<file path="src/rtl/apb_mem_pkg.sv">
// Shared types and helpers for the APB slave memory: FSM states, word sizing
// and the byte-address to word-index decode.
package apb_mem_pkg;

  typedef enum logic {
    S_IDLE   = 1'b0,
    S_ACCESS = 1'b1
  } state_e;

  typedef struct packed {
    logic        err;
    logic [31:0] index;
  } dec_t;

  function automatic int bytes_per_word(input int data_width);
    return data_width / 8;
  endfunction

  function automatic int word_shift(input int data_width);
    return $clog2(data_width / 8);
  endfunction

  // Widths are normalised to 64 bits so one function serves any ADDR_WIDTH.
  function automatic dec_t decode(input logic [63:0] addr, input logic [63:0] base,
                                  input int unsigned shift, input int unsigned depth);
    logic [63:0] off;
    logic [63:0] mask;
    dec_t        r;
    off     = addr - base;
    mask    = (64'd1 << shift) - 64'd1;
    r.index = 32'(off >> shift);
    r.err   = (addr < base) || ((off & mask) != 64'd0) || ((off >> shift) >= 64'(depth));
    return r;
  endfunction

endpackage

</file>
<file path="src/rtl/apb_slave_mem_if.sv">
// APB4 completer-side bus bundle; clock and reset travel as plain ports.
interface apb_slave_mem_if #(
  parameter int ADDR_WIDTH = 32,
  parameter int DATA_WIDTH = 32
);
  logic                    PSEL;
  logic                    PENABLE;
  logic                    PWRITE;
  logic [ADDR_WIDTH-1:0]   PADDR;
  logic [DATA_WIDTH-1:0]   PWDATA;
  logic [DATA_WIDTH/8-1:0] PSTRB;
  logic [DATA_WIDTH-1:0]   PRDATA;
  logic                    PREADY;
  logic                    PSLVERR;

  modport slave (
    input  PSEL, PENABLE, PWRITE, PADDR, PWDATA, PSTRB,
    output PRDATA, PREADY, PSLVERR
  );

  modport master (
    output PSEL, PENABLE, PWRITE, PADDR, PWDATA, PSTRB,
    input  PRDATA, PREADY, PSLVERR
  );
endinterface

</file>
<file path="src/rtl/apb_mem_array.sv">
// Word storage with per-byte write enables, async clear and a combinational
// read port.
module apb_mem_array #(
  parameter int DATA_WIDTH = 32,
  parameter int DEPTH      = 16,
  parameter int IDX_W      = 4
) (
  input  logic                    clk_i,
  input  logic                    rst_ni,
  input  logic                    we_i,
  input  logic [IDX_W-1:0]        waddr_i,
  input  logic [DATA_WIDTH-1:0]   wdata_i,
  input  logic [DATA_WIDTH/8-1:0] wstrb_i,
  input  logic [IDX_W-1:0]        raddr_i,
  output logic [DATA_WIDTH-1:0]   rdata_o
);
  localparam int NB = DATA_WIDTH / 8;

  logic [DATA_WIDTH-1:0] mem_q [DEPTH];

  always_ff @(posedge clk_i or negedge rst_ni) begin
    if (!rst_ni) begin
      for (int w = 0; w < DEPTH; w++) mem_q[w] <= '0;
    end else if (we_i) begin
      for (int b = 0; b < NB; b++)
        if (wstrb_i[b]) mem_q[waddr_i][b*8 +: 8] <= wdata_i[b*8 +: 8];
    end
  end

  // Guard keeps non-power-of-two depths from indexing past the array.
  assign rdata_o = (int'(raddr_i) < DEPTH) ? mem_q[raddr_i] : '0;

endmodule

</file>
<file path="src/rtl/apb_slave_mem.sv">
// APB4 slave memory: setup-edge decode/read, programmable wait states, write
// committed on the completing edge, error on range or alignment violations.
module apb_slave_mem
  import apb_mem_pkg::*;
#(
  parameter int                    ADDR_WIDTH  = 32,
  parameter int                    DATA_WIDTH  = 32,
  parameter int                    DEPTH       = 16,
  parameter logic [ADDR_WIDTH-1:0] BASE_ADDR   = '0,
  parameter int                    WAIT_STATES = 0
) (
  input  logic             PCLK,
  input  logic             PRESETn,
  apb_slave_mem_if.slave   bus
);
  localparam int IDX_W = (DEPTH > 1) ? $clog2(DEPTH) : 1;
  localparam int CNT_W = (WAIT_STATES > 0) ? $clog2(WAIT_STATES + 1) : 1;
  localparam int SHIFT = word_shift(DATA_WIDTH);

  state_e                state_q, state_d;
  logic [CNT_W-1:0]      cnt_q, cnt_d;
  logic                  err_q, err_d;
  logic                  wr_q, wr_d;
  logic [IDX_W-1:0]      idx_q, idx_d;
  logic [DATA_WIDTH-1:0] prdata_q, prdata_d;

  dec_t                  dec;
  logic                  dec_err;
  logic [IDX_W-1:0]      dec_idx;
  logic                  dec_unused;
  logic [DATA_WIDTH-1:0] rdata;
  logic                  we;
  logic                  pready;

  assign dec        = decode(64'(bus.PADDR), 64'(BASE_ADDR), SHIFT, DEPTH);
  assign dec_err    = dec.err;
  assign dec_idx    = dec.index[IDX_W-1:0];
  assign dec_unused = ^dec.index;

  apb_mem_array #(
    .DATA_WIDTH (DATA_WIDTH),
    .DEPTH      (DEPTH),
    .IDX_W      (IDX_W)
  ) u_mem (
    .clk_i   (PCLK),
    .rst_ni  (PRESETn),
    .we_i    (we),
    .waddr_i (idx_q),
    .wdata_i (bus.PWDATA),
    .wstrb_i (bus.PSTRB),
    .raddr_i (dec_idx),
    .rdata_o (rdata)
  );

  always_ff @(posedge PCLK or negedge PRESETn) begin
    if (!PRESETn) begin
      state_q  <= S_IDLE;
      cnt_q    <= '0;
      err_q    <= 1'b0;
      wr_q     <= 1'b0;
      idx_q    <= '0;
      prdata_q <= '0;
    end else begin
      state_q  <= state_d;
      cnt_q    <= cnt_d;
      err_q    <= err_d;
      wr_q     <= wr_d;
      idx_q    <= idx_d;
      prdata_q <= prdata_d;
    end
  end

  always_comb begin
    state_d  = state_q;
    cnt_d    = cnt_q;
    err_d    = err_q;
    wr_d     = wr_q;
    idx_d    = idx_q;
    prdata_d = prdata_q;
    we       = 1'b0;
    unique case (state_q)
      S_IDLE: begin
        if (bus.PSEL && !bus.PENABLE) begin
          state_d  = S_ACCESS;
          cnt_d    = CNT_W'(WAIT_STATES);
          err_d    = dec_err;
          wr_d     = bus.PWRITE;
          idx_d    = dec_idx;
          prdata_d = dec_err ? '0 : rdata;
        end
      end
      S_ACCESS: begin
        // Dropping PSEL mid-transfer abandons it without touching memory.
        if (!bus.PSEL) begin
          state_d = S_IDLE;
        end else if (cnt_q != '0) begin
          cnt_d = cnt_q - CNT_W'(1);
        end else if (bus.PENABLE) begin
          we      = wr_q && !err_q;
          state_d = S_IDLE;
        end
      end
      default: state_d = S_IDLE;
    endcase
  end

  assign pready      = (state_q == S_ACCESS) && (cnt_q == '0);
  assign bus.PREADY  = pready;
  assign bus.PSLVERR = pready && err_q;
  assign bus.PRDATA  = prdata_q;

endmodule

</file>
<file path="src/flat_wrapper.sv">
// flat-port wrapper written by rule: the top's interface ports become plain ports
module apb_slave_mem_flat import apb_mem_pkg::*;
#(
  parameter int                    ADDR_WIDTH  = 32,
  parameter int                    DATA_WIDTH  = 32,
  parameter int                    DEPTH       = 16,
  parameter logic [ADDR_WIDTH-1:0] BASE_ADDR   = '0,
  parameter int                    WAIT_STATES = 0
)
  (PCLK, PRESETn, bus_PSEL, bus_PENABLE, bus_PWRITE, bus_PADDR, bus_PWDATA, bus_PSTRB, bus_PRDATA, bus_PREADY, bus_PSLVERR);
  apb_slave_mem_if #(.ADDR_WIDTH(ADDR_WIDTH), .DATA_WIDTH(DATA_WIDTH)) bus_i ();
  input  logic PCLK;
  input  logic PRESETn;
  input wire logic [$bits(bus_i.PSEL)-1:0] bus_PSEL;
  input wire logic [$bits(bus_i.PENABLE)-1:0] bus_PENABLE;
  input wire logic [$bits(bus_i.PWRITE)-1:0] bus_PWRITE;
  input wire logic [$bits(bus_i.PADDR)-1:0] bus_PADDR;
  input wire logic [$bits(bus_i.PWDATA)-1:0] bus_PWDATA;
  input wire logic [$bits(bus_i.PSTRB)-1:0] bus_PSTRB;
  output wire logic [$bits(bus_i.PRDATA)-1:0] bus_PRDATA;
  output wire logic [$bits(bus_i.PREADY)-1:0] bus_PREADY;
  output wire logic [$bits(bus_i.PSLVERR)-1:0] bus_PSLVERR;
  assign bus_i.PSEL = bus_PSEL;
  assign bus_i.PENABLE = bus_PENABLE;
  assign bus_i.PWRITE = bus_PWRITE;
  assign bus_i.PADDR = bus_PADDR;
  assign bus_i.PWDATA = bus_PWDATA;
  assign bus_i.PSTRB = bus_PSTRB;
  assign bus_PRDATA = bus_i.PRDATA;
  assign bus_PREADY = bus_i.PREADY;
  assign bus_PSLVERR = bus_i.PSLVERR;
  apb_slave_mem #(.ADDR_WIDTH(ADDR_WIDTH), .DATA_WIDTH(DATA_WIDTH), .DEPTH(DEPTH), .BASE_ADDR(BASE_ADDR), .WAIT_STATES(WAIT_STATES)) u_core (.PCLK(PCLK), .PRESETn(PRESETn), .bus(bus_i));
endmodule
</file>
<file path="config.mk">
export PLATFORM = sky130hd
export DESIGN_NAME = apb_slave_mem_flat
export DESIGN_NICKNAME = d
export VERILOG_FILES = /design/src/rtl/apb_mem_pkg.sv /design/src/rtl/apb_slave_mem_if.sv /design/src/rtl/apb_mem_array.sv /design/src/rtl/apb_slave_mem.sv /design/src/flat_wrapper.sv
export SDC_FILE = /design/constraint.sdc
export NUM_CORES = 1
export LEC_CHECK = 0
export BUFFER_PORTS_ARGS = -buffer_cell sky130_fd_sc_hd__buf_4
export CORE_MARGIN = 4
export CORE_UTILIZATION = 34
export CTS_CLUSTER_DIAMETER = 120
export DETAILED_ROUTE_END_ITERATION = 8
export PLACE_DENSITY_LB_ADDON = 0.05
export SYNTH_ARGS = -nofsm -noshare
export SYNTH_HDL_FRONTEND = slang
export SYNTH_SLANG_ARGS = --single-unit
</file>
<file path="constraint.sdc">
create_clock -name PCLK -period 4.3 [get_ports PCLK]
set_input_delay 0.43 -clock PCLK [delete_from_list [all_inputs] [get_ports PCLK]]
set_output_delay 0.43 -clock PCLK [all_outputs]
set_load 0.02 [all_outputs]
</file>
==> PnR_summary.wiki <==
{| class="wikitable"
! Metric !! Value
|-
| Number of max-capacitance violations reported || 0
|-
| DRC errors left || 0
|-
| Critical path fanouts, max || 16
|-
| Setup slack of the critical path after layout || 1.51 ns
|-
| Nets in the synthesized netlist || 1598
|-
| Clock network latency to the later pin of the worst-skew pair || 0.58 ns
|-
| Sum of internal, switching and leakage power || 11.4 mW
|-
| Share of the yosys chip area belonging to registers || 0.568
|-
| CP Data Arrival Time || 3.25 ns
|-
| Kind of capture point of the worst setup path || flip-flop
|-
| Initial cell density of the core || 0.345
|-
| CTS Buf Count || 67
|-
| Max VDD drop || 258 uV
|-
| I/O Pins || 107
|-
| Port Buffers || 106
|-
| Cell at the slowest stage of the critical path || sky130_fd_sc_hd__nor3_2
|-
| Internal power || 8.77 mW
|-
| Maximum clock frequency || 0.358 GHz
|-
| DP HPWL || 40400 um
|-
| DRT iter0 DRCs || 773
|-
| Combinational share of power || 0.045
|-
| Class of the tightest hold or removal check || input pin to flip-flop
|-
| Switch Pwr || 2.59 mW
|-
| DRT Wirelength || 65900 um
|-
| First-pass GRT wire length || 101000 um
|-
| Inserted Diodes || 0
|-
| Clock buffer depth || 3
|-
| Slew @ Worst Pin || 1.13 ns
|-
| Result of the run || complete, no violations
|-
| Cell variety after synth || 27
|-
| Clock skew after layout || 0.0180 ns
|-
| Placeable core region || 70400 um2
|-
| Setup repair after global routing missed its margin || false
|-
| Kind of start point of the critical path || input pin
|-
| Leakage power summed over all cells || 14.0 nW
|-
| Total gr overflow || 0
|-
| Time the final worst path needs with I/O delays and setup || 2.79 ns
|-
| Clock tree from TritonCTS || built
|-
| Fraction of power consumed by sequential logic || 0.459
|-
| Average wire per standard cell || 25.0 um
|-
| Total buffers and inverters traversed by the critical path || 3
|-
| Post-DRT Antenna Nets || 0
|-
| Kind of cell adding the most delay to the critical path || simple AND/OR/NAND/NOR gates
|-
| Detailed-route via count || 13806
|-
| Critical path, cell by cell || dlygate4sd3_1, buf_4, nand4b_1, buf_4, nor3_2, nand2_1, mux2_2
|-
| Cell with the most instances on the worst path || sky130_fd_sc_hd__buf_4
|-
| Number of global-route vias before repair || 15178
|-
| Global routing usage summed across all routing layers || 0.178
|-
| Most frequent standard cell in the layout excluding fill and tap cells || sky130_fd_sc_hd__dfrtp_1
|-
| CTS clock-pin slew for the worst setup and hold paths || 0.05 ns
|-
| Antenna violations before repair || 1
|-
| Clock Power Share || 0.496
|-
| Fraction of power spent switching nets || 0.228
|-
| Slew headroom || 0.246
|-
| Total Nets Final || 1717
|-
| Number of synthesized register bits || 551
|-
| Maximum number of pins on one net before global-route repair || 98
|-
| Synthesized cell area || 24300 um2
|-
| Vias per std cell || 5.25
|-
| Commonest cells after routing, fill and taps aside || 551 x sky130_fd_sc_hd__dfrtp_1, 517 x sky130_fd_sc_hd__mux2_2, 128 x sky130_fd_sc_hd__mux4_2
|-
| Setup-failing EPs final || 0
|-
| Final Hold Fails || 0
|-
| Number of post-CTS setup repair buffers || 0
|-
| Post-placement worst setup slack || 1.45 ns
|-
| Number of max-slew violations in the final report || 0
|-
| Total negative slack for setup checks || 0 ns
|-
| # rows || 97
|-
| Final period utilization || 0.649
|-
| Routability congestion estimate || 0.716
|-
| Area growth, synth to finish || 17.3%
|-
| Number of cells produced by synthesis || 1525
|-
| CTS root buffer || sky130_fd_sc_hd__clkbuf_16
|-
| Worst Setup Path Type || input pin to flip-flop
|-
| CTS HTree Levels || 3
|-
| Synthesized area per cell || 15.9 um2
|-
| Share of layout cells above drive strength 1 || 0.531
|-
| Yosys synthesis warning count || 0
|-
| First-pass detailed-route iteration total || 5
|-
| Largest stage delay on the critical path || 0.76 ns
|-
| Pwr per Cell Area || 399 nW/um2
|-
| Die Outline Area || 75800 um2
|-
| Vertical die dimension || 275 um
|-
| Chip Width || 275 um
|-
| WP data required || 4.76 ns
|-
| Number of sinks driven by the clock tree || 551
|}
[cell type report]
cell class	instances	area, um2
clock buffers	106	2090
fillers	6546	41900
well taps	940	1180
clock inverters	11	113
multi-input cells	883	10200
repair buffers	135	1140
flip-flops and latches	551	13800
inverters	6	22.5
[sequential cells by signal (all words and copies together), names as in the netlist]
signal              cells
u_core.state_q          1
u_core.bus.PRDATA      32
u_core.idx_q            4
u_core.err_q            1
u_core.u_mem.mem_q    512
u_core.wr_q             1
[cell usage after synthesis (all sizes together)]
| cell | instances | area share |
|---|---|---|
| inv | 6 | 0.00093 |
| nand4b | 1 | 0.00036 |
| clkbuf | 63 | 0.0097 |
| buf | 22 | 0.0044 |
| nor4 | 8 | 0.0023 |
| mux2 | 517 | 0.24 |
| nand2 | 99 | 0.016 |
| a21oi | 1 | 0.00021 |
| nand2b | 5 | 0.0013 |
| a211o | 1 | 0.00036 |
| mux4 | 128 | 0.12 |
| nand4 | 1 | 0.00026 |
| mux2i | 1 | 0.00041 |
| and2 | 2 | 0.00052 |
| nor2 | 10 | 0.0015 |
| a22o | 31 | 0.011 |
| or4 | 1 | 0.00031 |
| a32o | 1 | 0.00041 |
| nor2b | 4 | 0.0010 |
| a22oi | 62 | 0.019 |
| nor3 | 10 | 0.0029 |
| dfrtp | 551 | 0.57 |
[cell families (layout without fill, tap and decap cells)]
| group | count (synthesis) | in the layout | share of synthesized area |
|---|---|---|---|
| multiplexers | 646 | 646 | 0.359 |
| flip-flops | 551 | 551 | 0.568 |
| buffers and inverters | 91 | 258 | 0.0151 |
| AO/OA/AOI/OAI | 96 | 96 | 0.0313 |
| AND/OR/NAND/NOR | 141 | 141 | 0.0268 |
[layer usage]
metal | share of wire | track usage | vias to the layer above
li1 | - | - | 6012
met1 | 0.46 | 0.251 | 7473
met2 | 0.48 | 0.286 | 221
met3 | 0.043 | 0.0306 | 98
met4 | 0.020 | 0.0474 | 2
met5 | 0.00020 | 0 | -
[path summary, 6_finish.rpt]
path / from / to / slack (ns) / cells past startpoint
setup / recovery: bus_PENABLE / u_core.u_mem.mem_q[30]$_DFFE_PN0P_ / 1.51 / 7
min in group asynchronous: PRESETn / u_core.u_mem.mem_q[247]$_DFFE_PN0P_ / 0.50 / 2
max in group asynchronous: PRESETn / u_core.u_mem.mem_q[324]$_DFFE_PN0P_ / 2.70 / 3
hold reg to reg: u_core.u_mem.mem_q[329]$_DFFE_PN0P_ / u_core.u_mem.mem_q[329]$_DFFE_PN0P_ / 0.50 / 1
setup reg to reg: u_core.err_q$_DFFE_PN0P_ / u_core.u_mem.mem_q[30]$_DFFE_PN0P_ / 1.53 / 5
hold / removal: bus_PWRITE / u_core.wr_q$_DFFE_PN0P_ / 0.08 / 2
[metrics by stage]
step / instances / util / hold slack [ns] / area [um2]
2_1_floorplan: 1525 / - / 0.134 / 24300
3_5_place_dp: 2513 / 0.373 / 0.487 / 26300
4_1_cts: 2632 / 0.405 / 0.0399 / 28500
6_report: 2632 / 0.405 / 0.0839 / 28500
3_3_place_gp: 2513 / 0.373 / 0.481 / 26300
5_1_grt: 2632 / 0.405 / 0.0620 / 28500
[power groups by stage]
stage / combinational (mW) / sequential, mW / clock (mW)
after detailed placement: 0.530 / 5.31 / 0
after global routing: 0.567 / 5.21 / 6.04
after global placement: 0.528 / 5.31 / 0
after CTS: 0.533 / 5.21 / 5.83
after floorplan: 0.195 / 5.30 / 0
final: 0.513 / 5.21 / 5.64
[timing repair]
action / CTS / global route
hold buffers: 2 / 0
endpoints found under the hold margin: 86 / 0
resized for setup: 0 / 0
Power figures use the tool's default switching activity.
